**src/rtl/cascaded_count_seq.sv**
```systemverilog
// Cascaded prescaler/stage counter with toggle-flop input channels and a
// run/hold/done sequencer. Channel 0's toggle state forces a stage advance
// every RUN cycle (fast-forward).
module cascaded_count_seq #(
  parameter int unsigned PS_W   = 4,
  parameter int unsigned PS_MAX = 11,
  parameter int unsigned ST_W   = 4,
  parameter int unsigned ST_MAX = 9,
  parameter int unsigned NCH    = 2
) (
  input  logic            clk,
  input  logic            rst_n,
  input  logic            clr,
  input  logic            start,
  input  logic            pause,
  input  logic            abort,
  input  logic [NCH-1:0]  ch_in,
  output logic [NCH-1:0]  ch_tog,
  output logic [PS_W-1:0] ps_cnt,
  output logic [ST_W-1:0] st_cnt,
  output logic [1:0]      state,
  output logic            tick,
  output logic            busy,
  output logic            done
);

  typedef enum logic [1:0] {
    IDLE = 2'd0,
    RUN  = 2'd1,
    HOLD = 2'd2,
    DONE = 2'd3
  } state_t;

  state_t          r_state;
  state_t          w_state_nxt;
  logic [PS_W-1:0] r_ps;
  logic [PS_W-1:0] w_ps_nxt;
  logic [ST_W-1:0] r_st;
  logic [ST_W-1:0] w_st_nxt;
  logic [NCH-1:0]  r_tog;
  logic            r_busy;
  logic            r_done;
  logic            w_adv;
  logic            w_tick;
  logic            w_st_last;

  // Stage-advance condition: prescaler terminal or channel-0 fast-forward
  assign w_adv     = (r_ps == PS_W'(PS_MAX)) | r_tog[0];
  assign w_tick    = w_adv & (r_state == RUN);
  assign w_st_last = (r_st == ST_W'(ST_MAX));

  // Next-state and counter update for the run/hold sequencer
  always_comb begin
    w_state_nxt = r_state;
    w_ps_nxt    = r_ps;
    w_st_nxt    = r_st;
    unique case (r_state)
      IDLE: begin
        w_ps_nxt = '0;
        w_st_nxt = '0;
        if (start) w_state_nxt = RUN;
      end
      RUN: begin
        if (abort) begin
          w_state_nxt = IDLE;
          w_ps_nxt    = '0;
          w_st_nxt    = '0;
        end else if (w_tick && w_st_last) begin
          w_state_nxt = DONE;
          w_ps_nxt    = '0;
          w_st_nxt    = '0;
        end else begin
          // A pause edge still takes this cycle's count/tick
          if (w_tick) begin
            w_ps_nxt = '0;
            w_st_nxt = ST_W'(r_st + 1'b1);
          end else begin
            w_ps_nxt = PS_W'(r_ps + 1'b1);
          end
          if (pause) w_state_nxt = HOLD;
        end
      end
      HOLD: begin
        if (abort) begin
          w_state_nxt = IDLE;
          w_ps_nxt    = '0;
          w_st_nxt    = '0;
        end else if (!pause) begin
          w_state_nxt = RUN;
        end
      end
      DONE: begin
        w_ps_nxt = '0;
        w_st_nxt = '0;
        if (!abort && start) w_state_nxt = RUN;
        else                 w_state_nxt = IDLE;
      end
      default: begin
        w_state_nxt = IDLE;
        w_ps_nxt    = '0;
        w_st_nxt    = '0;
      end
    endcase
  end

  // State, counters, toggle flops and decoded status registers
  always_ff @(posedge clk) begin
    if (!rst_n || clr) begin
      r_state <= IDLE;
      r_ps    <= '0;
      r_st    <= '0;
      r_tog   <= '0;
      r_busy  <= 1'b0;
      r_done  <= 1'b0;
    end else begin
      r_state <= w_state_nxt;
      r_ps    <= w_ps_nxt;
      r_st    <= w_st_nxt;
      r_tog   <= r_tog ^ ch_in;
      r_busy  <= (w_state_nxt == RUN) || (w_state_nxt == HOLD);
      r_done  <= (w_state_nxt == DONE);
    end
  end

  assign ch_tog = r_tog;
  assign ps_cnt = r_ps;
  assign st_cnt = r_st;
  assign state  = r_state;
  assign tick   = w_tick;
  assign busy   = r_busy;
  assign done   = r_done;

endmodule

```
**config.mk**
```make
export PLATFORM = sky130hd
export DESIGN_NAME = cascaded_count_seq
export DESIGN_NICKNAME = d
export VERILOG_FILES = /design/src/rtl/cascaded_count_seq.sv
export SDC_FILE = /design/constraint.sdc
export NUM_CORES = 1
export LEC_CHECK = 0
export ABC_CLOCK_PERIOD_IN_PS = 4200
export CAP_MARGIN = 40
export CORE_UTILIZATION = 47
export DETAILED_ROUTE_END_ITERATION = 16
export GPL_TIMING_DRIVEN = 0
export MAX_ROUTING_LAYER = met4
export PLACE_DENSITY = 0.81
export SYNTH_ARGS = -nofsm -noshare
export SYNTH_HDL_FRONTEND = slang
export SYNTH_SLANG_ARGS = --single-unit
```
**constraint.sdc**
```tcl
create_clock -name clk -period 4.2 [get_ports clk]
set_input_delay 0.63 -clock clk [delete_from_list [all_inputs] [get_ports clk]]
set_output_delay 0.63 -clock clk [all_outputs]
set_load 0.1 [all_outputs]
```
== After elaboration in Yosys (flattened, before gate mapping) ==
Index checks and enable logic that the tools add are counted.

* Memory bits (read-only): 0
* Register bits after elaboration: 14
* RAM bits: 0
* Bits in latches: 0
* Memories kept: 0
* Input port bits: 8

* Div/mod/pow operators: 0
* Magnitude comparators: 0
* Bitwise operators: 3
* Reduce and logical (&&, ||, !) cells: 9
* Add/sub/neg operators: 2
* Multipliers: 0
* Mux-type cells: 17
* Eq/ne operators: 10
* Shifts and indexed selects: 0

{| class="wikitable"
|+ Operators with widths
! cell !! count
|-
| $mux 4 || 7
|-
| $pmux 4 s3 || 2
|-
| $mux 2 || 6
|-
| $add 4x1->4 const B || 2
|-
| $eq 2x2->1 const B || 4
|-
| $eq 4x4->1 const B || 2
|-
| $pmux 2 s4 || 1
|-
| $eq 2x1->1 const B || 2
|-
| $ne 4x3->1 const B || 1
|-
| $logic_and 1x1->1 || 2
|-
| $logic_not 1->1 || 2
|-
| $logic_not 2->1 || 1
|-
| $logic_or 1x1->1 || 2
|-
| $ne 2x2->1 const B || 1
|-
| $reduce_and 2->1 || 1
|-
| $reduce_or 2->1 || 1
|-
| $xor 2x2->2 || 1
|-
| $and 1x1->1 || 1
|-
| $mux 1 || 1
|-
| $or 1x1->1 || 1
|}

== Longest topological paths before layout ==
Gate-level depths: netlist of the first run.

* Word-level depth: 9
* Mapped depth: 7
* Gate-level depth less buffers: 7

== Worst setup path before layout of the first run ==
OpenSTA, ideal clock, no wires.

* Path kind: register -> output
* From: reg r_ps[0], in the netlist ps_cnt[0]
* To: out tick
* Slack: -0.258 ns
* Arrival: 3.828 ns
* Cell stages (with the launch flop): 5
* Path through: dfxtp_1 ha_1 and3b_1 nor2_1 nor3b_1

* Longest elaborated chain between the ends: 3

{| class="wikitable"
|+ RTL lines
! item !! RTL line !! RTL
|-
| from (decl) || 36 || <nowiki>logic [PS_W-1:0] r_ps;</nowiki>
|-
| from (signal assigned) || 117 || <nowiki>r_ps <= w_ps_nxt;</nowiki>
|-
| $eq 4x4->1 || 48 || <nowiki>assign w_adv = (r_ps == PS_W'(PS_MAX)) | r_tog[0];</nowiki>
|-
| $or 1x1->1 || 48 ||
|-
| $and 1x1->1 || 49 || <nowiki>assign w_tick = w_adv & (r_state == RUN);</nowiki>
|-
| to (decl) || 22 || <nowiki>output logic tick,</nowiki>
|}

No other way between the ends.

== Worst setup path in the final report of the first run ==
Same ends and word-level chain as after synthesis.

==> impl_metrics.toml, run 1 <==
[layout]
layout.cells.non_filler = 137
fin_nets = 135
layout.area.seq_um2 = 280
fin_util_pct = 90.5
multi_input_area_um2 = 425
drive_above_1_share_pct = 19.7
fillers = 57
antenna_cells = 0
syn2layout_area_growth_pct = 69.2
fin_area_um2 = 1240

[clock_network]
hold_buffers = 0
clk_latency_ns = 0.29
cts.clk_slew.worst_paths_ns = 0.09
cts_htree_levels = 1
cts_tree = "built"
cts-buffers-inserted = 3
cts_sinks = 14
cts.repair.resized = 0
clock_path_buffers = 2
cts_setup_buffers = 0
cts-root-buf = "clkbuf_4"

[timing]
min_period_over_period_pct = 68.4
setup_viol = 0
fin_worst_skew_ns = 0.00101
layout_min_cycle_time_ns = 2.87
rsz0062_at_grt = "false"
drv_slew = 0
worst_pin_slew_ns = 0.506
finalHoldViolations = 0
setup_tns_ns = 0
slew-limit-headroom_pct = 66.2
fmaxAchievable_mhz = 348

[grt]
use_met3_pct = 4.35
grt_max_degree = 11
met1_usage_pct = 34.0
grt-ovfl-total = 0
antenna_found_initial = 0
grt_pass1_wl_um = 3760
grt_usage_pct = 29.1
top_usage_layer = "met2"
grt_pass1_vias = 797
grt_use_met2_pct = 48.1

[placement]
dp_hpwl_um = 1540
dpl-instance-area_um2 = 1200
gp_congestion = 0.802
place_inst = 133
io_buffers = 22

[job]
drv_cap = 0

[logic_synthesis]
netlist.top_cell.by_area = "dfxtp_1"
yosysMostFrequentCell = "dfxtp_1"
synth-async-reset-ratio_pct = 0
synth_ff_type = "dfxtp_1"
yosysTopAreaCellShare_pct = 38.4
ys_ff_latch = 14
syn_inst = 81
synth_area_um2 = 731
synth_edf_count = 0
netlist_top_cells_area = "dfxtp_1 38%, ha_1 6.8%, a21oi_1 4.8%"
syn_avg_cell_area_um2 = 9.02
yosysSeqAreaShare_pct = 38.4
syn_nets = 93
yosys_warnings = 0
synth.distinct_cells = 33
ys_top_cells_by_count = "14 x dfxtp_1, 9 x nor2_1, 7 x a21oi_1, 7 x nand2_1"

[critical_path]
cpPeakStageDelay_ns = 0.54
setup.worst_path.start_class = "flop"
cp.arrival_ns = 2.24
cp_slowest_cell = "clkdlybuf4s50_1"
crit_fanout = 5
path_class = "reg -> out"
cp-end-kind = "primary output"
cp_num_buf_inv = 2
required_ns = 3.57
path_cells = "ha_1, and3b_1, nor2_1, nor3b_2, clkdlybuf4s50_1, buf_8"
cp_top_family = "buffers and inverters"

[pwr]
p_per_area_nw_per_um2 = 234
p_leak_uw = 0.000473
total_power_uw = 290
vdd_drop_max_v = 0.000203

[floorplanning]
rows = 13
dieArea_um2 = 1720
die_y_um = 41.4
core_area_um2 = 1370
die_w_um = 41.4
start_util_pct = 53.5
pin_count = 23

[status]
outcome = "finished, final reports clean"

[drt]
drc = 0
antenna_left = 0
wl_per_cell_um = 16.1
dr.pass1.iters = 4
drtIter0Drc = 18
routed_via_density = 5.84
drt-total-wl_um = 2200
vias = 800

[min_path]
holdCritPathClass = "reg -> reg"
==> power breakdown <==
part	internal, µW	switching (µW)	total (µW)	leakage (µW)
registers	135	2.42	137	0.000113
logic	21.4	28.8	50.2	0.000338
clock network	52.8	49.4	102	0.0000210
==> cells by family after synthesis <==
family	share of synthesized area, %
xor gates and xnor gates	4.80
adders and majority gates	6.85
muxes	1.37
AOI/OAI and AO/OA	14.0
and+or+nand+nor	30.5
DFF	38.4
buffers and inverters	4.11
==> layout make-up <==
type	instances	share of cell area (%)
buffer	3	1.82
multi-input combinational	62	34.4
timing repair buffer	37	36.0
sequential	14	22.7
clock buffer	4	2.94
tap	15	1.52
inverter	2	0.607
==> final timing paths <==
path,from,endpoint,slack [ns],cells past startpoint
hold / removal,ch_tog[1]$_SDFF_PP0_,ch_tog[1]$_SDFF_PP0_,0.53,2
setup / recovery,ps_cnt[0]$_SDFFE_PP0P_,tick,1.33,6
hold reg to reg,ch_tog[1]$_SDFF_PP0_,ch_tog[1]$_SDFF_PP0_,0.53,2
setup reg to reg,ps_cnt[0]$_SDFFE_PP0P_,busy$_SDFF_PP0_,2.08,7
==> per-layer routing <==
layer  routed length, µm  vias up
met5                   0        -
met4                  78        0
met3                 144       13
met2                1120       40
met1                 855      379
li1                    -      368
==> cell usage in the layout, fill, tap and decap left out, types with 2 or more instances in the layout <==
cell type / count
o21ai_0: 3
and2_1: 3
nand2_1: 7
dfxtp_1: 14
a21oi_1: 7
xnor2_1: 2
or4b_1: 2
inv_1: 2
nor3b_1: 3
nand2b_1: 2
clkbuf_4: 3
xor2_1: 2
clkdlybuf4s50_1: 22
nor2_1: 9
ha_1: 4
buf_8: 15
==> worst min-delay path, cell delays in order (launching register included) <==
cell     delay [ns]
dfxtp_1        0.33
xnor2_1        0.13
nor2_1         0.04
==> registers in the layout, summed over array words and instances, names as in the netlist <==
signal  flops
ps_cnt      4
st_cnt      4
ch_tog      2
state       2
busy        1
done        1
==> per-stage QoR <==
step           hold slack, ns  worst slack (ns)
2_1_floorplan           0.767             0.727
3_3_place_gp            0.479              1.34
3_5_place_dp            0.501              1.73
4_1_cts                 0.530              1.37
5_1_grt                 0.558              1.25
6_report                0.526              1.33
Note: power is estimated with default switching activity, not from simulation.
==> run 2, diff against run 1 <==
Settings changed: ABC_CLOCK_PERIOD_IN_PS 4200 to 2800, CORE_UTILIZATION 47 to 44, PLACE_DENSITY 0.81 to 0.76.
Clock period 4.2 ns to 2.8 ns, I/O delays scaled along.
==> run 2 against run 1 <==
Effect of this change:
- cell area increased by 0.81%
- global-route usage fell by 4.7 points
- setup slack got worse by 1.2 ns
- critical path depth did not move
- power rose by 49%
- non-clock buffer count unchanged
- register-to-register slack lost 1.3 ns
- largest cell class unchanged
==> impl_metrics.toml, run 2 (synthesis gave the netlist of run 1 again) <==
[pwr]
total_power_uw = 431
switching_share_pct = 27.2
seq_power_share_pct = 47.8
p_leak_uw = 0.000474
p_switching_uw = 117
pwr-share-clk_pct = 34.8
p_per_area_nw_per_um2 = 346
vdd_drop_max_v = 0.000400
combPwrFrac_pct = 17.4
p_int_uw = 314

[timing]
fmaxAchievable_mhz = 381
fin_worst_skew_ns = 0.00103
drv_slew = 0
rsz0062_at_grt = "false"
worst_pin_slew_ns = 0.429
min_period_over_period_pct = 93.8
whs_ns = 0.485
slew-limit-headroom_pct = 71.3
setup_tns_ns = 0
finalHoldViolations = 0
layout_min_cycle_time_ns = 2.63
setup_viol = 0

[clock_network]
cts-root-buf = "clkbuf_4"
cts_sinks = 14
clock_path_buffers = 2
cts_tree = "built"
cts.repair.resized = 0
clk_latency_ns = 0.29
cts-buffers-inserted = 3
cts_setup_buffers = 0
cts.clk_slew.worst_paths_ns = 0.08
hold_buffers = 0
cts_htree_levels = 1

[drt]
vias = 750
wl_per_cell_um = 14.1
drt-total-wl_um = 1940
dr.pass1.iters = 4
routed_via_density = 5.43
drtIter0Drc = 9
antenna_left = 0
drc = 0

[floorplanning]
rows = 14
dieArea_um2 = 1830
die_w_um = 42.8
pin_count = 23
core_area_um2 = 1520
start_util_pct = 47.9
die_y_um = 42.8

[placement]
dp_hpwl_um = 1450
gp_congestion = 0.758
io_buffers = 22

[grt]
antenna_found_initial = 0
grt_max_degree = 11
grt_usage_pct = 24.4
grt_pass1_vias = 748
grt-ovfl-total = 0
grt_pass1_wl_um = 3080

[layout]
fin_nets = 135
syn2layout_area_growth_pct = 70.5
final_common_cell = "clkdlybuf4s50_1"
final_cell_mix = "22 x clkdlybuf4s50_1, 15 x buf_8, 12 x dfxtp_1"
fillers = 98
antenna_cells = 0
drive_above_1_share_pct = 21.3
multi_input_area_um2 = 432
layout.area.seq_um2 = 283

[job]
drv_cap = 0

[critical_path]
setup.worst_path.start_class = "flop"
reg2reg_slack_ns = 0.78
cp-end-kind = "primary output"
cp.arrival_ns = 2.21
required_ns = 2.38
path_class = "reg -> out"
crit_fanout = 5

[min_path]
holdCritPathClass = "reg -> reg"

[status]
outcome = "finished, final reports clean"
run 2: cell types whose count changed in the layout (fill, tap and decap cells not counted):
cell	before	now
dfxtp_1	14	12
nor3b_4	0	1
nor3b_2	1	0
dfxtp_2	0	2
run 2: final cells by class:
cell class / instances / area share (%)
multi-input combinational: 62 / 34.6
tap: 16 / 1.61
buffer: 3 / 1.81
clock buffer: 4 / 2.91
timing repair buffer: 37 / 35.7
inverter: 2 / 0.602
sequential: 14 / 22.7
run 2: path summary, 6_finish.rpt:
kind,endpoint,depth (start not counted),from
worst max-delay path,tick,6,ps_cnt[0]$_SDFFE_PP0P_
worst min-delay path,ps_cnt[1]$_SDFFE_PP0P_,2,ps_cnt[1]$_SDFFE_PP0P_
worst max register to register,busy$_SDFF_PP0_,7,ps_cnt[0]$_SDFFE_PP0P_
worst min register to register,ps_cnt[1]$_SDFFE_PP0P_,2,ps_cnt[1]$_SDFFE_PP0P_
run 2: power by group through the flow:
stage          combinational, µW  clock (µW)  sequential [µW]
2_1_floorplan               18.8           0              233
3_3_place_gp                62.6           0              210
3_5_place_dp                74.9           0              210
4_1_cts                     75.1         152              206
5_1_grt                     78.9         159              206
6_report                    75.0         150              206
run 2: critical path, cell delays in order (launching register included):
cell             delay, ns
dfxtp_2               0.38
ha_1                  0.20
and3b_1               0.28
nor2_1                0.11
nor3b_4               0.19
clkdlybuf4s50_1       0.54
buf_8                 0.20
run 2: metal layers:
metal	part of all wire (%)	GRT usage (%)	wire length (µm)	vias to the layer above
li1	-	-	-	369
met1	42	24.5	818	346
met2	50	40.0	979	29
met3	4.5	7.23	88	6
met4	3.0	16.9	58	0
met5	0	-	0	-
run 2: through the flow:
stage	cell area, µm²	cells	utilization [%]	setup WS [ns]
after floorplan	744	81	-	0.0655
after global placement	985	119	64.6	0.158
after detailed placement	1210	134	79.4	0.508
after CTS	1250	138	81.8	0.165
after global routing	1250	138	81.8	0.151
final	1250	138	81.8	0.173
